## src/rtl/seq_det_pkg.sv

```systemverilog
// Shared encodings and helpers for the serial sequence-detector controller.
package seq_det_pkg;

   typedef enum logic [1:0] {
      ST_IDLE = 2'b00,
      ST_RUN  = 2'b01,
      ST_HOLD = 2'b10
   } state_t;

   function automatic int clog2(input int value);
      int res;
      res = 0;
      while ((1 << res) < value) res++;
      return res;
   endfunction

endpackage

```

## src/rtl/seq_match_cmp.sv

```systemverilog
// Masked pattern comparator: bits at or above len always compare equal.
module seq_match_cmp
   import seq_det_pkg::*;
#(
   parameter int PAT_W = 8,
   parameter int LEN_W = clog2(PAT_W + 1)
) (
   input  logic [PAT_W-1:0] hist,
   input  logic [PAT_W-1:0] pattern,
   input  logic [LEN_W-1:0] len,
   output logic             eq
);

   logic [PAT_W-1:0] bit_ok;

   for (genvar i = 0; i < PAT_W; i++) begin : g_bit
      assign bit_ok[i] = (hist[i] ~^ pattern[i]) | (LEN_W'(i) >= len);
   end

   assign eq = &bit_ok;

endmodule

```

## src/rtl/seq_detect_ctrl.sv

```systemverilog
// Programmable serial sequence detector with optional post-match hold-off.
// state   | meaning
// IDLE    | configuration accepted, stream ignored
// RUN     | shifting bits and comparing against the pattern
// HOLD    | one-cycle hold-off after a non-overlapping match
module seq_detect_ctrl
   import seq_det_pkg::*;
#(
   parameter int PAT_W = 8,
   parameter int CNT_W = 8,
   parameter int LEN_W = clog2(PAT_W + 1)
) (
   input  logic             clk,
   input  logic             rst_n,
   input  logic             cfg_load,
   input  logic [PAT_W-1:0] cfg_pattern,
   input  logic [LEN_W-1:0] cfg_len,
   input  logic             cfg_overlap,
   input  logic             start,
   input  logic             stop,
   input  logic             bit_valid,
   input  logic             bit_in,
   output logic             busy,
   output logic             match,
   output logic [CNT_W-1:0] match_cnt,
   output logic             cfg_err
);

   state_t           state_q, state_d;
   logic [PAT_W-1:0] pattern_q, pattern_d;
   logic [LEN_W-1:0] len_q, len_d;
   logic             overlap_q, overlap_d;
   logic [PAT_W-1:0] hist_q, hist_d;
   logic [LEN_W-1:0] fill_q, fill_d;
   logic             match_q, match_d;
   logic [CNT_W-1:0] cnt_q, cnt_d;
   logic             cfg_err_q, cfg_err_d;

   logic [PAT_W-1:0] hist_shift;
   logic [LEN_W-1:0] fill_inc;
   logic             cmp_eq;
   logic             hit;
   logic             len_legal;

   assign hist_shift = {hist_q[PAT_W-2:0], bit_in};
   assign fill_inc   = (fill_q >= len_q) ? len_q : fill_q + 1'b1;
   assign len_legal  = (cfg_len != '0) && (cfg_len <= LEN_W'(PAT_W));

   seq_match_cmp #(
      .PAT_W (PAT_W),
      .LEN_W (LEN_W)
   ) u_cmp (
      .hist    (hist_shift),
      .pattern (pattern_q),
      .len     (len_q),
      .eq      (cmp_eq)
   );

   assign hit = (state_q == ST_RUN) && bit_valid && (fill_inc >= len_q) && cmp_eq;

   always_comb begin
      state_d   = state_q;
      pattern_d = pattern_q;
      len_d     = len_q;
      overlap_d = overlap_q;
      hist_d    = hist_q;
      fill_d    = fill_q;
      cfg_err_d = cfg_err_q;
      match_d   = hit;
      cnt_d     = cnt_q;

      if (hit && (cnt_q != '1)) cnt_d = cnt_q + 1'b1;

      unique case (state_q)
         ST_IDLE: begin
            if (cfg_load) begin
               if (len_legal) begin
                  pattern_d = cfg_pattern;
                  len_d     = cfg_len;
                  overlap_d = cfg_overlap;
                  cfg_err_d = 1'b0;
               end else begin
                  cfg_err_d = 1'b1;
               end
            end else if (start && !stop && (len_q != '0) && !cfg_err_q) begin
               state_d = ST_RUN;
               hist_d  = '0;
               fill_d  = '0;
               cnt_d   = '0;
            end
         end
         ST_RUN: begin
            if (bit_valid) begin
               hist_d = hist_shift;
               fill_d = fill_inc;
               if (hit && !overlap_q) begin
                  state_d = ST_HOLD;
                  fill_d  = '0;
               end
            end
         end
         ST_HOLD: state_d = ST_RUN;
         default: state_d = ST_IDLE;
      endcase

      // A match computed in the stop cycle is still pulsed and counted.
      if (stop) begin
         state_d = ST_IDLE;
         hist_d  = '0;
         fill_d  = '0;
      end
   end

   always_ff @(posedge clk or negedge rst_n) begin
      if (!rst_n) begin
         state_q   <= ST_IDLE;
         pattern_q <= '0;
         len_q     <= '0;
         overlap_q <= 1'b0;
         hist_q    <= '0;
         fill_q    <= '0;
         match_q   <= 1'b0;
         cnt_q     <= '0;
         cfg_err_q <= 1'b0;
      end else begin
         state_q   <= state_d;
         pattern_q <= pattern_d;
         len_q     <= len_d;
         overlap_q <= overlap_d;
         hist_q    <= hist_d;
         fill_q    <= fill_d;
         match_q   <= match_d;
         cnt_q     <= cnt_d;
         cfg_err_q <= cfg_err_d;
      end
   end

   assign busy      = (state_q != ST_IDLE);
   assign match     = match_q;
   assign match_cnt = cnt_q;
   assign cfg_err   = cfg_err_q;

endmodule

```

## config.mk

```make
export PLATFORM = sky130hd
export DESIGN_NAME = seq_detect_ctrl
export DESIGN_NICKNAME = d
export VERILOG_FILES = /design/src/rtl/seq_det_pkg.sv /design/src/rtl/seq_match_cmp.sv /design/src/rtl/seq_detect_ctrl.sv
export SDC_FILE = /design/constraint.sdc
export NUM_CORES = 1
export LEC_CHECK = 0
export CAP_MARGIN = 5
export CORE_MARGIN = 2
export CORE_UTILIZATION = 36
export CTS_CLUSTER_SIZE = 14
export DETAILED_ROUTE_END_ITERATION = 7
export PLACE_DENSITY = 0.63
export SYNTH_ARGS = -nofsm -noshare
export SYNTH_HDL_FRONTEND = slang
export SYNTH_SLANG_ARGS = --single-unit
```

## constraint.sdc

```tcl
create_clock -name clk -period 6.4 [get_ports clk]
set_clock_uncertainty 0.05 [all_clocks]
set_input_delay 0.64 -clock clk [delete_from_list [all_inputs] [get_ports clk]]
set_output_delay 0.64 -clock clk [all_outputs]
set_load 0.01 [all_outputs]
```

== Word-level counts from Yosys, hierarchy flattened ==
Cells that the tools add are included.

* Multiplexer cells: 23
* Reductions and logical operators: 22
* $add $sub $neg: 2
* Bitwise gates (word level): 16
* Magnitude comparators: 11
* Equal/unequal tests: 7

{| class="wikitable"
|+ Operators by type and width
! cell !! number
|-
| two-way mux 8 bit || 4
|-
| two-way mux 7 bit || 4
|-
| two-way mux 4 bit || 6
|-
| greater-or-equal comparator 3 x 4 -> 1 bit, first input constant || 4
|-
| one-hot mux 7 bit (2 select lines) || 1
|-
| two-way mux 2 bit || 5
|-
| logical AND 1 bit || 9
|-
| inequality test 3 bit, second input constant || 3
|-
| adder 8 x 1 -> 8 bit, second input constant || 1
|-
| greater-or-equal comparator 1 x 4 -> 1 bit, first input constant || 2
|-
| greater-or-equal comparator 2 x 4 -> 1 bit, first input constant || 2
|-
| greater-or-equal comparator 4 bit || 2
|-
| inequality test 8 bit, second input constant || 1
|-
| OR 1 bit || 8
|-
| one-hot mux 4 bit (2 select lines) || 1
|-
| AND reduction 4 bit || 2
|-
| AND reduction 8 bit || 1
|-
| nonzero test 4 bit || 2
|-
| XNOR 1 bit || 8
|-
| one-hot mux 2 bit (3 select lines) || 1
|-
| adder 4 x 1 -> 4 bit, second input constant || 1
|-
| <= comparator 4 bit, second input constant || 1
|-
| zero test 1 bit || 3
|-
| inequality test 3 x 2 -> 1 bit, second input constant || 1
|-
| other kinds (8) || 8
|}

* Bits in registers: 36
* Input bits: 20
* Word-level logic and storage cells: 90

== Depth between registers and ports, before layout ==
Gate-level depths: netlist of the first run.

* Depth after elaboration: 10
* Mapped depth: 14

== By module ==
From an unflattened synthesis of the first run, not the netlist that was laid out.

* Cell total of the unflattened synthesis: 198
* Area total of the unflattened synthesis: 2077.0 sq um

{| class="wikitable"
|+ By module, submodules not included
! module !! area each (sq um) !! cells an instance !! times used
|-
| seq_detect_ctrl || 1896.8 || 177 || 1
|-
| seq_match_cmp || 180.2 || 21 || 1
|}

== Least setup slack after synthesis of the first run ==
No wires, ideal clock.

* Path type: flip-flop to flip-flop
* Start point: reg len_q[0]
* End point: reg state_q[1]
* Path buffers: 1
* Clock period less this slack: 3502 ps
* Stages on the path, launching flop included: 14
* Library setup time: 120 ps
* Setup slack: 2898 ps
* Arrival: 3332 ps
* Required time: 6230 ps
* Cells stage by stage: dfrtp_1 ha_1 nand2b_1 a2111oi_0 or3_1 clkbuf_1 mux2_2 inv_1 ha_1 nand2b_1 a2111oi_0 nor2_1 nand4b_4 and2b_2

* Longest elaborated chain between the ends: 8
* Elaborated cells between the ends (all ways): 29
* Those cells by class: order compare (10); eq/ne (2); mux (1); bitwise (8); reduce/logical (8)

{| class="wikitable"
|+ RTL lines
! item !! line !! source
|-
| from (decl) || seq_detect_ctrl.sv:31 || <nowiki>logic [LEN_W-1:0] len_q, len_d;</nowiki>
|-
| from (signal assigned) || seq_detect_ctrl.sv:128 || <nowiki>len_q <= len_d;</nowiki>
|-
| greater-or-equal comparator 4 bit || seq_detect_ctrl.sv:46 || <nowiki>assign fill_inc = (fill_q >= len_q) ? len_q : fill_q + 1'b1;</nowiki>
|-
| two-way mux 4 bit || seq_detect_ctrl.sv:46 ||
|-
| greater-or-equal comparator 4 bit || seq_detect_ctrl.sv:59 || <nowiki>assign hit = (state_q == ST_RUN) && bit_valid && (fill_inc >= len_q) && cmp_eq;</nowiki>
|-
| logical AND 1 bit (2 in series) || seq_detect_ctrl.sv:59 ||
|-
| logical AND 1 bit || seq_detect_ctrl.sv:96 || <nowiki>if (hit && !overlap_q) begin</nowiki>
|-
| inequality test 3 x 2 -> 1 bit (no source line) || n/a ||
|-
| AND reduction 4 bit (no source line) * || n/a ||
|-
| to (signal assigned) || seq_detect_ctrl.sv:126 || <nowiki>state_q <= state_d;</nowiki>
|-
| to (decl) || seq_detect_ctrl.sv:29 || <nowiki>state_t state_q, state_d;</nowiki>
|}

Every way passes the cells marked *; elsewhere a longest branch is shown, timed or not.
A chain may end at the register's enable or synchronous reset.

== Final worst setup path of the first run ==
Ends and elaborated chain as after synthesis.

==> metrics.md, run 1 <==
| Metric | Value |
|---|---|
| GR met1 Demand/Resource | `20.7%` |
| Top cell type's share of synthesized area | `43.2%` |
| Final hold vios | `0` |
| Drt first-iter violations | `68` |
| Port Buffers | `30` |
| Post-DR wirelength/cell | `13.8 µm` |
| Longest Clk Path Bufs | `2` |
| Cells after Synth | `202` |
| Setup TNS | `0 ps` |
| Antenna Cells | `0` |
| Yosys warnings | `0` |
| Clock latency on the worst-skew pair | `290 ps` |
| CP Cell Sequence | `ha_1 -> nand2b_1 -> a2111oi_0 -> or3_1 -> mux2_2 -> inv_1 -> ha_1 -> nand2b_1 -> a2111oi_0 -> nor2_1 -> nand4b_4 -> and2b_2` |
| Share of layout cells above drive strength 1 | `12.9%` |
| Synth unique cells | `41` |
| Layer with the highest usage | `met2` |
| Final period utilization | `58.3%` |
| Synth top cells by count | `dfrtp_1 (36), nand2_1 (24), mux2_2 (15)` |
| Min Tclk post-route | `3730 ps` |
| Post-synth EDFFs | `0` |
| Tot GR Track Use | `14.9%` |
| Vias | `1556` |
| Syn_area_per_cell | `10.3 µm²` |
| WHS | `460 ps` |
| Worst Setup End Kind | `register` |
| Die area | `0.00642 mm²` |
| PwrDens | `234 mW/mm²` |
| CP max FO | `8` |
| CTS Hold Buffers Added | `0` |
| Hold path start | `hist_q[6]` |
| Area grow syn2layout | `21.8%` |
| Yosys reg bits | `36` |
| Achievable Freq | `268 MHz` |
| Clk sinks | `36` |
| Pin count of the biggest net entering global routing | `37` |
| Final core occ | `45.9%` |
| Final nets | `262` |
| Post-DRT Antenna Nets | `0` |
| H-tree depth reported by CTS | `2` |
| Total global routing overflow | `0` |
| Critical Path Start Type | `register` |
| Sequential share of the synthesized area | `43.2%` |
| DRT Pass-1 Iters | `4` |
| Asr flop ratio synth | `100%` |
| Top_reg_cell synth | `dfrtp_1` |
| Most frequent cell after synthesis | `dfrtp_1` |
| Area leader, netlist | `dfrtp_1` |
| # IOs | `31` |
| Worst Hold Path EP | `hist_q[6]` |
| Via/cell ratio | `5.10` |
| R2R Setup Slk | `2670 ps` |
| GPL Wtd Cong | `0.819` |
| Status | `completed` |
| Rel. slew slack | `35.2%` |
| Worst hold path type | `register to register` |
| Kind of critical path | `register to register` |
| Worst EP required | `6530 ps` |
| R2r startpoint | `len_q[0]` |
| Met2 Use GR | `23.0%` |
| Post-synthesis net count | `232` |
| Row count | `27` |
| Setup violators final | `0` |
| R2r endpoint | `state_q[1]` |
| HPWL Detailed | `3.06 mm` |
| RSZ-0062 raised after global routing | `false` |
| Die W | `80.1 µm` |
| Leak | `1.18 nW` |
| Met3 Usage GRT | `2.92%` |
| CTS tree | `done` |
| Post-CTS Setup Repair Bufs | `0` |
| Max-Cap Viols | `0` |
| Number of global-route vias before repair | `1570` |
| Worst IR Drop VDD | `0.116 mV` |
| Peak per-stage delay on the critical path | `540 ps` |
| Depth of the most critical reg-to-reg path | `12` |
| Drt total wl | `4.21 mm` |
| Clock Tree Root | `clkbuf_8` |
| Initial Utilization | `37.7%` |
| Final Max Tran Viols | `0` |
| Worst-margin pin slew | `965 ps` |
| Overall die height | `80.1 µm` |
| Hold Path Cell Cnt | `2` |
| Reg clk slew, reported paths | `80 ps` |
| Core box area | `0.00554 mm²` |
| Synth Cell Area | `0.00209 mm²` |
| Crit-path slowest cell | `a2111oi_0` |
| Residual DRC | `0` |
| Initial antenna violation count | `0` |
| Top cells by area, synth | `dfrtp_1 (43%), mux2_2 (8.1%), ha_1 (6.0%)` |
| CTS buffer count | `5` |
| Post-cts sizing count | `0` |
| Global-route wire length before repair | `7.51 mm` |
| Worst path arrival time | `3870 ps` |
-- where the power goes --
part	internal (mW)	total [mW]	switching (mW)
Combinational	0.0633	0.125	0.0622
Clock	0.116	0.200	0.0842
Sequential	0.247	0.270	0.0233
-- sequential cells by signal (all words and copies together) (netlist names) --
register,count
pattern_q,8
len_q,4
hist_q,7
cfg_err,1
state_q,2
match_cnt,8
match,1
fill_q,4
overlap_q,1
-- logic make-up after synthesis --
group / Yosys count / share of synthesized area [%]
AOI/OAI and AO/OA: 28 / 9.17
muxes: 25 / 12.9
DFF: 36 / 43.2
and+or+nand+nor: 76 / 20.3
adders and majority gates: 10 / 6.00
xor gates and xnor gates: 11 / 4.62
buffers and inverters: 16 / 3.84
-- worst max-delay path, delay by kind of cell (launching register included) --
family                   cells  cell delay, ps
flip-flops                   1             470
adder cells (fa/ha/maj)      2             530
AND/OR/NAND/NOR              6            1250
buffers and inverters        1              60
multiplexers                 1             370
AO/OA/AOI/OAI                2             900
-- worst max-delay path by stage --
stage	from	endpoint	slack, ps	cells after the start
floorplan	len_q[0]	state_q[1]	2900	13
detailed placement	len_q[0]	state_q[1]	2660	12
global placement	len_q[0]	state_q[1]	2790	12
global route	len_q[0]	state_q[1]	2400	12
finish	len_q[0]	state_q[1]	2670	12
CTS	len_q[0]	state_q[1]	2650	12
-- area by class of cell --
| type | count | area, µm² |
|---|---|---|
| multi-input cells | 150 | 1110 |
| clock buffers | 6 | 72.6 |
| fillers | 548 | 3000 |
| clock inverters | 2 | 35.0 |
| flip-flops and latches | 36 | 901 |
| repair buffers | 31 | 308 |
| well taps | 72 | 90.1 |
| inverters | 8 | 30.0 |
-- per-layer routing --
| metal | wire [µm] | vias up | part of all wire (%) |
|---|---|---|---|
| li1 | - | 777 | - |
| met5 | 0 | - | 0 |
| met3 | 147 | 7 | 3.5 |
| met4 | 69 | 0 | 1.6 |
| met1 | 2090 | 738 | 50 |
| met2 | 1900 | 34 | 45 |
-- metrics by stage --
stage	worst slack [ps]	cells	total power, mW	instance area (µm²)
5_1_grt	2400	305	0.631	2540
4_1_cts	2650	305	0.603	2540
6_report	2670	305	0.596	2540
3_3_place_gp	2790	297	0.399	2430
3_5_place_dp	2660	297	0.401	2430
2_1_floorplan	2900	202	0.364	2090
-- placed cells by master (no fill, tap or decap), types with 2 or more instances in the layout --
cell and count:
dfrtp_1 36, clkdlybuf4s50_1 30, nand2_1 24, mux2_2 15
mux2i_1 10, ha_1 10, nand2b_1 8, nor2_1 8
inv_1 8, xnor2_1 8, o21ai_0 8, nor3_1 7
nand3_1 7, nand4_1 6, a21oi_1 5, clkbuf_8 5
a32o_1 4, xor2_1 3, a2111oi_0 2, o22ai_1 2
and4_1 2, nor2b_1 2, and2_1 2, a31oi_1 2
Power figures use the tool's default switching activity.
==> inputs of run 2 (changes only) <==
--- a/config.mk
+++ b/config.mk
@@ -10,7 +10,7 @@
 export CORE_UTILIZATION = 36
 export CTS_CLUSTER_SIZE = 14
 export DETAILED_ROUTE_END_ITERATION = 7
-export PLACE_DENSITY = 0.63
+export PLACE_DENSITY = 0.65
 export SYNTH_ARGS = -nofsm -noshare
 export SYNTH_HDL_FRONTEND = slang
 export SYNTH_SLANG_ARGS = --single-unit
==> constraint.sdc (replaced) <==
create_clock -name clk -period 3.2 [get_ports clk]
set_clock_uncertainty 0.05 [all_clocks]
set_input_delay 0.32 -clock clk [delete_from_list [all_inputs] [get_ports clk]]
set_output_delay 0.32 -clock clk [all_outputs]
set_load 0.01 [all_outputs]
==> metrics.md, run 2 (synthesized netlist as in run 1, its figures left out) <==
| Metric | Value |
|---|---|
| R2r startpoint | `fill_q[0]` |
| Post-DR wirelength/cell | `14.4 µm (+4.4%)` |
| # IOs | `31 (unchanged)` |
| Non-filler cells, final | `316 (+3.6%)` |
| Final hold vios | `0 (unchanged)` |
| R2r endpoint | `state_q[1]` |
| Clock latency on the worst-skew pair | `290 ps (about the same)` |
| Depth of the most critical reg-to-reg path | `14 (+2)` |
| Row count | `27 (unchanged)` |
| Max-Cap Viols | `0 (unchanged)` |
| Rel. slew slack | `52.3% (+17 points)` |
| Status | `completed` |
| Vias | `1652 (+6.2%)` |
| Tot GR Track Use | `14.7% (-0.18 points)` |
| Leak | `1.26 nW (+6.8%)` |
| Initial antenna violation count | `0 (unchanged)` |
| Worst EP required | `3330 ps (-3200 ps)` |
| Final period utilization | `96.9% (+39 points)` |
| Longest Clk Path Bufs | `2 (unchanged)` |
| Reg clk slew, reported paths | `80 ps (about the same)` |
| Total global routing overflow | `0 (unchanged)` |
| CTS tree | `done` |
| PwrDens | `472 mW/mm² (+100%)` |
| Setup violators final | `0 (unchanged)` |
| Post-DRT Antenna Nets | `0 (unchanged)` |
| Worst Setup End Kind | `register` |
| Residual DRC | `0 (unchanged)` |
| Overall die height | `80.1 µm (unchanged)` |
| Worst IR Drop VDD | `0.256 mV (+120%)` |
| Via/cell ratio | `5.23 (+2.5%)` |
| Clk sinks | `36 (unchanged)` |
| Power consumption | `1.29 mW (+120%)` |
| Worst path arrival time | `3230 ps (-640 ps)` |
| Port Buffers | `30 (unchanged)` |
| CTS buffer count | `5 (unchanged)` |
| Antenna Cells | `0 (unchanged)` |
| Kind of critical path | `register to register` |
| Clock Tree Root | `clkbuf_8` |
| Area grow syn2layout | `30.5%` |
| Global-route wire length before repair | `7.36 mm (-1.9%)` |
| Post-route setup slack | `99.5 ps (-2570 ps)` |
| Min Tclk post-route | `3100 ps (-634 ps)` |
| WHS | `404 ps (-56.4 ps)` |
| Pre-CTS setup slack | `-51.3 ps (-2710 ps)` |
| Worst Setup EP | `state_q[1]` |
| Critical Path Source | `fill_q[0]` |
| R2R Setup Slk | `100 ps (-2570 ps)` |
| Drt first-iter violations | `118 (+74%)` |
| DRT Pass-1 Iters | `4 (unchanged)` |
| Critical Path Start Type | `register` |
| Number of global-route vias before repair | `1519 (-3.2%)` |
| CTS Hold Buffers Added | `0 (unchanged)` |
| H-tree depth reported by CTS | `2 (unchanged)` |
| Pin count of the biggest net entering global routing | `37 (unchanged)` |
| Most frequent cells in the layout | `dfrtp_1 (36), clkdlybuf4s50_1 (30), nand2_1 (24)` |
| Final nets | `273 (+4.2%)` |
| Commonest non-fill, non-tap cell in the layout | `dfrtp_1` |
| Achievable Freq | `323 MHz (+20%)` |
| GPL Wtd Cong | `0.754 (-8.0%)` |
| Share of layout cells above drive strength 1 | `22.1% (+9.3 points)` |
| Final Max Tran Viols | `0 (unchanged)` |
| Worst hold path type | `primary input to asynchronous set/reset pin` |
| Die W | `80.1 µm (unchanged)` |
| Dpl cells | `304 (+2.4%)` |
| Die area | `0.00642 mm² (unchanged)` |
| Filler cell count | `526 (-4.0%)` |
| Initial Utilization | `37.7% (unchanged)` |
| HPWL Detailed | `3.12 mm (+1.9%)` |
| Drt total wl | `4.55 mm (+8.2%)` |
| Core box area | `0.00554 mm² (unchanged)` |
| CP max FO | `8 (unchanged)` |
| Worst-margin pin slew | `714 ps (-251 ps)` |
-- run 2: cell count changes in the layout (fill, tap and decap cells not counted), sizes merged --
cell / change
buf: +11
-- run 2: metrics by stage --
stage               setup TNS (ps)  util (%)  area, µm²
finish                           0      49.1       2720
detailed placement           -51.3      45.4       2510
global route                  -157      49.1       2720
global placement                 0      45.4       2510
floorplan                        0         -       2110
CTS                              0      47.7       2640
-- run 2: per-layer routing --
layer / part of all wire, % / vias to the layer above / GRT usage, %
li1: - / 805 / -
met1: 49 / 806 / 21.8
met2: 46 / 36 / 21.1
met3: 3.4 / 5 / 3.37
met4: 1.3 / 0 / 4.75
met5: 0 / - / 0
-- run 2: critical path, stage by stage (launching register included) --
cell	delay [ps]
dfrtp_1	380
inv_2	50
ha_1	260
nand2b_4	120
a2111oi_4	60
or3_1	410
buf_4	160
buf_4	150
mux2i_4	180
ha_2	210
buf_4	140
a2111oi_4	340
nor2_4	120
nand4b_4	140
and2b_2	230
-- run 2: cell type report --
cell class	count	area, µm²	share of cell area (%)
Sequential cell	36	901	33.1
Clock buffer	6	72.6	2.67
Tap cell	72	90.1	3.31
Multi-Input combinational cell	150	1200	44.2
Timing Repair Buffer	42	390	14.3
Inverter	8	30.0	1.10
Clock inverter	2	35.0	1.29
-- run 2: what timing repair did --
| item | CTS | global route |
|---|---|---|
| buffers inserted | 1 | 3 |
| setup endpoints to repair | 3 | 14 |
| pin swaps | 3 | 6 |
| resized for setup | 3 | 12 |
-- run 2: power breakdown --
group	internal, mW	switching [mW]	total [mW]
combinational	0.189	0.174	0.362
clock	0.231	0.169	0.401
sequential	0.494	0.0279	0.522
-- run 2: how the worst min path moves through the flow --
stage / to / slack, ps / depth (start not counted)
floorplan: cfg_err / -30 / 0
global placement: hist_q[6] / 440 / 2
detailed placement: hist_q[6] / 440 / 2
CTS: pattern_q[5] / 420 / 2
global route: pattern_q[5] / 460 / 2
finish: pattern_q[5] / 400 / 2
